`src/rtl/tetris_pkg.sv`:
```
// Shared types for the playfield logic: piece codes, spawn bitmaps and the
// preview queue state encoding.
package tetris_pkg;

    typedef enum logic [2:0] {
        NONE = 3'd0,
        Z    = 3'd1,
        S    = 3'd2,
        I    = 3'd3,
        O    = 3'd4,
        T    = 3'd5,
        J    = 3'd6,
        L    = 3'd7
    } piece_t;

    // shape[row] is one bitmap row, MSB is the leftmost column.
    typedef logic [3:0][3:0] shape_t;

    typedef enum logic [1:0] {
        StFill,
        StReady,
        StIssue,
        StRefill
    } queue_state_t;

    localparam int unsigned MAX_DEPTH = 4;

endpackage

```
`src/rtl/piece_shape_rom.sv`:
```
// Combinational lookup of the spawn bitmap for a piece code; NONE gives an
// empty bitmap.
module piece_shape_rom
    import tetris_pkg::*;
(
    input  piece_t piece,
    output shape_t shape
);

    always_comb begin
        shape = '0;
        unique case (piece)
            NONE: shape = '0;
            Z: begin shape[0] = 4'b1100; shape[1] = 4'b0110; end
            S: begin shape[0] = 4'b0110; shape[1] = 4'b1100; end
            I: begin shape[1] = 4'b1111; end
            O: begin shape[0] = 4'b0110; shape[1] = 4'b0110; end
            T: begin shape[0] = 4'b0100; shape[1] = 4'b1110; end
            J: begin shape[0] = 4'b1000; shape[1] = 4'b1110; end
            L: begin shape[0] = 4'b0010; shape[1] = 4'b1110; end
            default: shape = '0;
        endcase
    end

endmodule

```
`src/rtl/piece_queue_ctrl.sv`:
```
// Spawn scheduler: preview queue fed by the piece generator, one piece issued
// per request. Define HOLD_PIECE_EN to build the one-slot hold with lockout.
module piece_queue_ctrl
    import tetris_pkg::*;
#(
    parameter int unsigned DEPTH = 3
) (
    input  logic               clk,
    input  logic               rst,
    input  logic [2:0]         src_type,
    input  logic               spawn_req,
`ifdef HOLD_PIECE_EN
    input  logic               hold_req,
`endif
    output logic               ready,
    output logic               spawn_valid,
    output logic [2:0]         spawn_type,
    output shape_t             spawn_shape,
    output logic [DEPTH*3-1:0] preview_type,
    output logic [2:0]         hold_type,
    output logic               hold_lock
);

    localparam logic [2:0] PTR_LAST = 3'(DEPTH - 1);

    queue_state_t            state_q, state_d;
    logic [DEPTH-1:0][2:0]   queue_q, queue_d;
    logic [2:0]              wr_ptr_q, wr_ptr_d;
    logic [2:0]              active_q, active_d;
    logic [2:0]              hold_q, hold_d;
    logic                    lock_q, lock_d;
    logic [2:0]              issue_d;
    logic                    ready_q, valid_q;
    logic [2:0]              type_q;
    shape_t                  shape_q, rom_shape;
    logic                    src_ok, hold_ok, do_spawn, do_hold;

    assign src_ok = (src_type != 3'd0);
`ifdef HOLD_PIECE_EN
    assign hold_ok = hold_req && !lock_q;
`else
    assign hold_ok = 1'b0;
`endif
    // spawn_req has priority over a simultaneous hold_req
    assign do_spawn = (state_q == StReady) && spawn_req;
    assign do_hold  = (state_q == StReady) && !spawn_req && hold_ok;

    always_ff @(posedge clk or posedge rst) begin
        if (rst) state_q <= StFill;
        else     state_q <= state_d;
    end

    always_comb begin
        state_d = state_q;
        unique case (state_q)
            StFill:   if (src_ok && wr_ptr_q == PTR_LAST) state_d = StReady;
            StReady:  if (do_spawn || do_hold) state_d = StIssue;
            StIssue:  state_d = (queue_q[DEPTH-1] == 3'd0) ? StRefill : StReady;
            StRefill: if (src_ok) state_d = StReady;
            default:  state_d = StFill;
        endcase
    end

    always_comb begin
        queue_d  = queue_q;
        wr_ptr_d = wr_ptr_q;
        active_d = active_q;
        hold_d   = hold_q;
        lock_d   = lock_q;
        issue_d  = 3'd0;
        unique case (state_q)
            StFill: begin
                if (src_ok) begin
                    for (int unsigned i = 0; i < DEPTH; i++) begin
                        if (wr_ptr_q == 3'(i)) queue_d[i] = src_type;
                    end
                    wr_ptr_d = wr_ptr_q + 3'd1;
                end
            end
            StReady: begin
                // Spawn, or hold into an empty slot: both take the head and shift.
                if (do_spawn || (do_hold && hold_q == 3'd0)) begin
                    issue_d  = queue_q[0];
                    active_d = queue_q[0];
                    for (int unsigned i = 0; i < DEPTH - 1; i++) begin
                        queue_d[i] = queue_q[i+1];
                    end
                    queue_d[DEPTH-1] = 3'd0;
                    if (do_spawn) begin
                        lock_d = 1'b0;
                    end else begin
                        hold_d = active_q;
                        lock_d = 1'b1;
                    end
                end else if (do_hold) begin
                    issue_d  = hold_q;
                    hold_d   = active_q;
                    active_d = hold_q;
                    lock_d   = 1'b1;
                end
            end
            StRefill: if (src_ok) queue_d[DEPTH-1] = src_type;
            default: ;
        endcase
    end

    piece_shape_rom u_rom (
        .piece (piece_t'(issue_d)),
        .shape (rom_shape)
    );

    always_ff @(posedge clk or posedge rst) begin
        if (rst) begin
            queue_q  <= '0;
            wr_ptr_q <= 3'd0;
            active_q <= 3'd0;
            hold_q   <= 3'd0;
            lock_q   <= 1'b0;
            ready_q  <= 1'b0;
            valid_q  <= 1'b0;
            type_q   <= 3'd0;
            shape_q  <= '0;
        end else begin
            queue_q  <= queue_d;
            wr_ptr_q <= wr_ptr_d;
            active_q <= active_d;
            hold_q   <= hold_d;
            lock_q   <= lock_d;
            ready_q  <= (state_d == StReady);
            valid_q  <= (state_d == StIssue);
            type_q   <= issue_d;
            shape_q  <= rom_shape;
        end
    end

    assign ready        = ready_q;
    assign spawn_valid  = valid_q;
    assign spawn_type   = type_q;
    assign spawn_shape  = shape_q;
    assign preview_type = queue_q;
    assign hold_type    = hold_q;
    assign hold_lock    = lock_q;

endmodule

```
`config.mk`:
```
export PLATFORM = sky130hd
export DESIGN_NAME = piece_queue_ctrl
export DESIGN_NICKNAME = d
export VERILOG_FILES = /design/src/rtl/tetris_pkg.sv /design/src/rtl/piece_shape_rom.sv /design/src/rtl/piece_queue_ctrl.sv
export SDC_FILE = /design/constraint.sdc
export NUM_CORES = 1
export LEC_CHECK = 0
export ABC_AREA = 0
export BUFFER_PORTS_ARGS = -buffer_cell sky130_fd_sc_hd__buf_2
export CAP_MARGIN = 20
export CORE_UTILIZATION = 29
export CTS_BUF_LIST = sky130_fd_sc_hd__clkbuf_4 sky130_fd_sc_hd__clkbuf_8
export DETAILED_ROUTE_END_ITERATION = 8
export PLACE_DENSITY = 0.49
export SLEW_MARGIN = 30
export SYNTH_ARGS = -nofsm -noshare
export SYNTH_HDL_FRONTEND = slang
export SYNTH_SLANG_ARGS = --single-unit
```
`constraint.sdc`:
```
create_clock -name clk -period 1.6 [get_ports clk]
set_clock_uncertainty 0.15 [all_clocks]
set_input_delay 0.16 -clock clk [delete_from_list [all_inputs] [get_ports clk]]
set_output_delay 0.16 -clock clk [all_outputs]
set_load 0.05 [all_outputs]
```
* Word-level counts from Yosys, hierarchy flattened *
Cells that the tools add are included.

operators by class
  reductions and logical operators = 16
  muxes and demuxes = 17
  add/subtract/negate cells = 1
  equal/unequal tests = 20

operator list
  operator             count
  $pmux 4 s5           2
  $mux 3               6
  $mux 9               2
  $eq 3x3->1 const B   4
  $ne 2x2->1 const B   6
  $pmux 6 s2           1
  $eq 3x2->1 const B   3
  $logic_not 3->1      3
  $pmux 3 s3           1
  $mux 2               4
  $pmux 2 s4           1
  $reduce_and 4->1     2
  $eq 2x2->1 const B   3
  $eq 3x1->1 const B   2
  $reduce_bool 3->1    2
  $reduce_and 5->1     1
  $eq 2x1->1 const B   2
  $reduce_or 2->1      2
  $add 3x1->3 const B  1
  $reduce_or 3->1      1
  $logic_and 1x1->1    2
  $logic_not 2->1      1
  $reduce_and 2->1     1
  $reduce_bool 2->1    1

storage, ports and cells
  output and inout bits = 34
  flip-flop bits (word level) = 27
  bits of input ports = 6
  word-level logic and storage cells = 64

* Logic depth before layout (Yosys ltp) *
Gate-level depths: netlist of the first run.

  word-level depth = 7
  mapped depth = 5
  depth with buffers taken out = 5

* Hierarchy *
A second synthesis of the first run with hierarchy kept.

unflattened totals
  cells, all modules = 120
  area total of the unflattened synthesis = 1535.2 um^2

by module, submodules not included
  module            area an instance (um^2)  sequential area each (um^2)  instances  cells each
  piece_queue_ctrl  1385.1                   875.8                        1          97
  piece_shape_rom   150.1                    0.0                          1          23

* Least setup slack after synthesis of the first run *
No wires, ideal clock.

  path kind = reg-to-reg
  start point = reg state_q[0]
  end point = reg queue_q, in the netlist preview_type[0]
  setup time = 0.125 ns
  data required time = 1.325 ns
  stages on the path, launching flop included = 6
  path buffers = 0
  slack = -0.033 ns
  period minus slack after synthesis = 1.633 ns
  arrival = 1.358 ns
  cells stage by stage = dfrtp_1 -> and2_1 -> nand2b_1 -> inv_2 -> a41oi_2 -> mux2_2

between the ends
  word-level cells in the longest chain between the ends = 4
  elaborated cells on any way between the ends = 9
  classes of those cells = eq/ne (4); mux (1); reduce/logical (4)

RTL lines
  element                     line                     source
  start: declaration          piece_queue_ctrl.sv:26   queue_state_t state_q, state_d;
  start signal: assignment    piece_queue_ctrl.sv:49   if (rst) state_q <= StFill;
  start signal: assignment    piece_queue_ctrl.sv:50   else state_q <= state_d;
  $eq 2x1->1                  -
  $logic_and 1x1->1           piece_queue_ctrl.sv:45   assign do_spawn = (state_q == StReady) && spawn_req;
  $ne 2x2->1 (no line)        -
  $reduce_and 4->1 (no line)  -
  end signal: assignment      piece_queue_ctrl.sv:124  queue_q <= queue_d;
  end: declaration            piece_queue_ctrl.sv:27   logic [DEPTH-1:0][2:0] queue_q, queue_d;

Several ways; a longest one is shown, not always the timed one.
A chain may end at the register's enable or synchronous reset.

* Worst setup path after layout of the first run *
  start point = reg wr_ptr_q[0]
  end point = reg queue_q, in the netlist preview_type[4]

between the ends
  word-level cells in the longest chain between the ends = 3

RTL lines
  element                     line                     source
  start: declaration          piece_queue_ctrl.sv:28   logic [2:0] wr_ptr_q, wr_ptr_d;
  start signal: assignment    piece_queue_ctrl.sv:125  wr_ptr_q <= wr_ptr_d;
  $eq 3x1->1                  piece_queue_ctrl.sv:75   if (wr_ptr_q == 3'(i)) queue_d[i] = src_type;
  $ne 2x2->1 (no line)        -
  $reduce_and 4->1 (no line)  -

Every way passes these cells.

==> results of run 1 <==
==> area by class of cell <==
type | instances | share of cell area, %
repair buffers | 40 | 14.3
inverters | 5 | 1.13
multi-input cells | 79 | 37.0
clock buffers | 3 | 2.48
clock inverters | 1 | 1.81
well taps | 52 | 3.92
flip-flops and latches | 26 | 39.3
==> critical path: stages (launching register included) <==
cell     delay (ns)
dfrtp_1        0.41
buf_4          0.14
ha_1           0.22
a41oi_4        0.19
mux2_2         0.36
==> logic make-up (layout without fill, tap and decap cells) <==
kind of cell,Yosys count,after routing,share of synthesized area (%)
AND/OR/NAND/NOR,30,30,12.2
flip-flops,26,26,49.6
buffers and inverters,23,49,10.9
AO/OA/AOI/OAI,22,22,15.3
multiplexers,7,7,6.01
adder cells (fa/ha/maj),4,4,3.81
XOR/XNOR,3,3,2.00
other,1,13,0.286
==> metal layers <==
metal	part of all wire [%]	track usage (%)	routed length, µm	vias to the layer above
met5	0	0	0	-
met4	0.40	2.72	10	0
met3	5.5	3.49	136	2
met2	49	18.2	1210	27
met1	45	13.5	1130	447
li1	-	-	-	446
==> state kept, by name, summed over array words and instances (netlist names) <==
| register | flops |
|---|---|
| spawn_type | 3 |
| wr_ptr_q | 3 |
| ready | 1 |
| preview_type | 9 |
| spawn_shape | 7 |
| state_q | 2 |
| spawn_valid | 1 |
==> layout by cell type, fill, tap and decap left out, drive strengths merged, types with 3 or more instances in the layout <==
master,n
a21oi,4
clkbuf,3
mux2,7
conb,13
nor2,9
a22o,9
and2,4
dfrtp,26
buf,39
ha,4
inv,5
nand2,4
==> power by group through the flow <==
stage | Clock, W | Sequential [W] | Combinational (W)
after floorplan | 0 | 0.00179 | 0.000975
after global routing | 0.000592 | 0.00123 | 0.00229
after detailed placement | 0 | 0.00119 | 0.00208
final | 0.000542 | 0.00118 | 0.00215
after global placement | 0 | 0.00117 | 0.00205
after CTS | 0.000561 | 0.00118 | 0.00213
==> how the worst min path moves through the flow <==
stage | from | to
global route | src_type[2] | preview_type[8]
detailed placement | rst | spawn_shape[4]
floorplan | rst | preview_type[0]
global placement | rst | spawn_shape[4]
CTS | src_type[2] | preview_type[8]
finish | src_type[2] | preview_type[8]
==> metrics by stage <==
| step | setup WS, ns | power [W] | instances | hold WS (ns) |
|---|---|---|---|---|
| final | 0.0167 | 0.00387 | 206 | 0.0868 |
| after global routing | -0.0149 | 0.00411 | 206 | 0.0874 |
| after CTS | 0.00854 | 0.00387 | 206 | 0.0802 |
| after detailed placement | -0.0582 | 0.00327 | 201 | 0.0824 |
| after global placement | -0.0313 | 0.00322 | 201 | 0.0787 |
| after floorplan | 0.0203 | 0.00276 | 128 | 0.0499 |
==> what timing repair did <==
item | in CTS | in global routing
resized for setup | 4 | 4
cloned | 0 | 0
pin swaps | 1 | 2
hold endpoints to repair | 26 | 0
setup endpoints to repair | 9 | 9
hold buffers | 1 | 0
==> results.ini, run 1 <==
[detailed_routing]
drc = 0
via_count = 922
postRouteAntennaNets = 0
drt-initial-drc-count = 36
viasPerCell = 4.48
drt_wl_total_um = 2480
drtPass1Iterations = 4
wl_per_cell_um = 12.1

[min_path]
min_path_cells = 3
hp-class = input port to flop

[final_layout]
postLayoutCoreUtil_pct = 38.2
design_area_mm2 = 0.00166
finalNetCount = 165
diodes = 0
area_growth_pct = 26.6
drive_gt1_share_pct = 42.2
multiInputGateArea_um2 = 616
layout.area.seq_um2 = 653
fill_cells = 433

[power_and_ir_drop]
p_int_w = 0.00204
p_sw_w = 0.00183
swShare_pct = 47.4
pwr-share-clk_pct = 14.0
p_leak_nw = 0.832
seqPwrFrac_pct = 30.5
p_comb_share_pct = 55.5
power_density_mw_per_mm2 = 2330
peakVddDrop_mv = 0.846

[logic_synthesis]
syn_area_per_cell_um2 = 11.3
synthDistinctLibCells = 35
synthesis.instances = 116
synth.most_common_cell = dfrtp_1
synth-main-ff-cell = dfrtp_1
async_flop_share_pct = 100
synth_top_area_share_pct = 49.6
syn_area_mm2 = 0.00131
yosysTopAreaCell = dfrtp_1
yosysSeqAreaShare_pct = 49.6
synth-seq-cells = 26
synth_edf_count = 0
ys_top_cells_by_area = dfrtp_1 (50%), buf_4 (7.4%), mux2_2 (6.0%)
synth_warnings = 0
synth_common_cells = dfrtp_1 (26), buf_4 (13), nor2_1 (9)

[placement]
place_area_mm2 = 0.00154
hpwlAfterDp_um = 1940
numPortBuffers = 26
routabilityCongestion = 0.781

[die]
die_y_um = 69.3
num_rows = 24
die_w_um = 69.3
design.core.area_mm2 = 0.00435
ios = 40
initial_utilization_pct = 30.1
die-area_mm2 = 0.00480

[global_route]
grt_pass1_vias = 915
grt_overflow_total = 0
antenna_found_initial = 0
grt_max_degree = 27
grt_usage_pct = 10.9
grt_pass1_wl_um = 4240

[sta]
final_hold_viol_count = 0
final_max_slew_viol_count = 0
post-route-period-util_pct = 99.0
setup_tns_ns = 0
timing.final.crit_period_ns = 1.58
final-setup-viol-count = 0
fmax_mhz = 632
rsz0062_at_grt = true

[worst_setup_path]
arrival_ns = 1.59
worstSetupPathType = flop to flop
setup.worst_path.start = wr_ptr_q[0]
rr_startpoint = wr_ptr_q[0]
crit_end = preview_type[4]
rr_worst_depth = 4
start_kind = flop
required_ns = 1.61
cp_max_fo = 3
rrSetupSlack_ns = 0.02
rr_endpoint = preview_type[4]
cp-end-kind = flop

[status]
status = finished, final reports clean

[clocking]
clockBufferDepth = 2
cts_tree = done
cts_root_buffer = clkbuf_8
numCtsBuffers = 3
cts_setup_buffers = 0
clock_latency_ns = 0.27
cts_max_level = 1
clkSlewWorstSetupHoldPaths_ns = 0.09
cts.sinks = 26

[job]
cap_violations = 0

Power figures use the tool's default switching activity.
==> run 2: changes to the inputs <==
==> constraint.sdc (replaced) <==
create_clock -name clk -period 1.3 [get_ports clk]
set_clock_uncertainty 0.15 [all_clocks]
set_input_delay 0.13 -clock clk [delete_from_list [all_inputs] [get_ports clk]]
set_output_delay 0.13 -clock clk [all_outputs]
set_load 0.05 [all_outputs]
==> results.ini, run 2 (synthesis results as in run 1) <==
[sta]
fmax_mhz = 659
timing.final.ws_setup_ns = -0.218
rsz0062_at_grt = true
setup_tns_ns = -2.42
timing.final.crit_period_ns = 1.52
final_max_slew_viol_count = 0
final-setup-viol-count = 16
final_hold_viol_count = 0
holdWs_ns = 0.0503
post-route-period-util_pct = 117

[global_route]
grt_usage_pct = 12.1
grt_overflow_total = 0
antenna_found_initial = 0
grt_max_degree = 27
grt_pass1_vias = 978
grt_pass1_wl_um = 4620

[clocking]
cts_root_buffer = clkbuf_8
cts.sinks = 26
clock_latency_ns = 0.27
clockBufferDepth = 2
clkSlewWorstSetupHoldPaths_ns = 0.10
cts_tree = done
numCtsBuffers = 3
cts_max_level = 1

[power_and_ir_drop]
power_density_mw_per_mm2 = 2910
peakVddDrop_mv = 0.954
p_leak_nw = 0.913

[placement]
numPortBuffers = 26
routabilityCongestion = 0.756
place_area_mm2 = 0.00160
hpwlAfterDp_um = 2010
dp.cells = 202

[worst_setup_path]
cp_slowest_cell = dfrtp_1
path_buf_inv = 1
cp-end-kind = flop
required_ns = 1.32
arrival_ns = 1.54
critPathMaxStageDelay_ns = 0.42
crit_family = flip-flops
worstSetupPathType = flop to flop
cp_max_fo = 3
start_kind = flop
crit_path_cell_trace = and2_4, nand2b_4, inv_4, a41oi_4, mux2_2

[final_layout]
final_cell_mix = buf_2 (23), dfrtp_1 (21), buf_4 (20)
finalNetCount = 173
area_growth_pct = 40.5
drive_gt1_share_pct = 55.6
largest_register_ffs = 9
diodes = 0
postLayoutCoreUtil_pct = 42.4
mostFrequentLayoutCell = buf_2
fin_cells = 214
design_area_mm2 = 0.00184

[die]
die_y_um = 69.3
initial_utilization_pct = 30.1
design.core.area_mm2 = 0.00435
ios = 40
num_rows = 24
die_w_um = 69.3
die-area_mm2 = 0.00480

[job]
cap_violations = 0

[detailed_routing]
postRouteAntennaNets = 0
viasPerCell = 4.45
wl_per_cell_um = 12.9
drc = 0
drtPass1Iterations = 4
via_count = 952
drt_wl_total_um = 2760
drt-initial-drc-count = 29

[status]
status = finished, violations left
violations = setup timing

[min_path]
hp-class = input port to flop

run 2: worst paths after layout:
kind | from | endpoint | cells past startpoint | slack [ns]
setup / recovery | state_q[0] | preview_type[4] | 5 | -0.22
hold / removal | spawn_req | state_q[0] | 3 | 0.05
setup reg to reg | state_q[0] | preview_type[4] | 5 | -0.22
hold reg to reg | preview_type[3] | preview_type[3] | 1 | 0.41
max in group asynchronous | rst | preview_type[0] | 4 | 0.43
min in group asynchronous | rst | wr_ptr_q[1] | 4 | 0.30
run 2: area by class of cell:
cell class,count,area [µm²]
Multi-Input combinational cell,79,692
Tap cell,52,65.1
Sequential cell,26,657
Inverter,5,21.3
Timing Repair Buffer,48,338
Fill cell,425,2510
Clock inverter,1,30.0
Clock buffer,3,41.3
run 2: timing repair:
item	4_1_cts	5_1_grt
hold endpoints to repair	26	0
pin swaps	3	2
gates resized for setup	20	7
endpoints found under the setup margin	19	24
hold buffers	1	0
setup buffers	3	6
run 2: routing by layer:
metal  up-vias  wire length, µm  share of wire (%)  GRT usage [%]
li1        462                -                  -              -
met1       462             1150                 42           13.7
met2        26             1470                 53           22.3
met3         2              127                4.6           3.63
met4         0               16               0.58           2.04
met5         -                0                  0              0
run 2: stage by stage:
step                worst slack, ns  power, W
floorplan                    -0.206   0.00360
global placement             -0.370   0.00419
detailed placement           -0.396   0.00425
CTS                          -0.231   0.00518
global route                 -0.282   0.00568
finish                       -0.218   0.00536
run 2: power by group:
group / switching, W / internal (W) / total [W] / leakage [nW]
sequential: 0.000319 / 0.00115 / 0.00147 / 0.325
combinational: 0.00188 / 0.00133 / 0.00321 / 0.552
clock: 0.000272 / 0.000412 / 0.000684 / 0.0357
total: 0.00247 / 0.00289 / 0.00536 / 0.913
run 2: worst reg2reg max path, cell delays in order (launching register included):
cell and delay (ns):
dfrtp_1 0.42, and2_4 0.16, nand2b_4 0.08, inv_4 0.05
a41oi_4 0.20, mux2_2 0.36
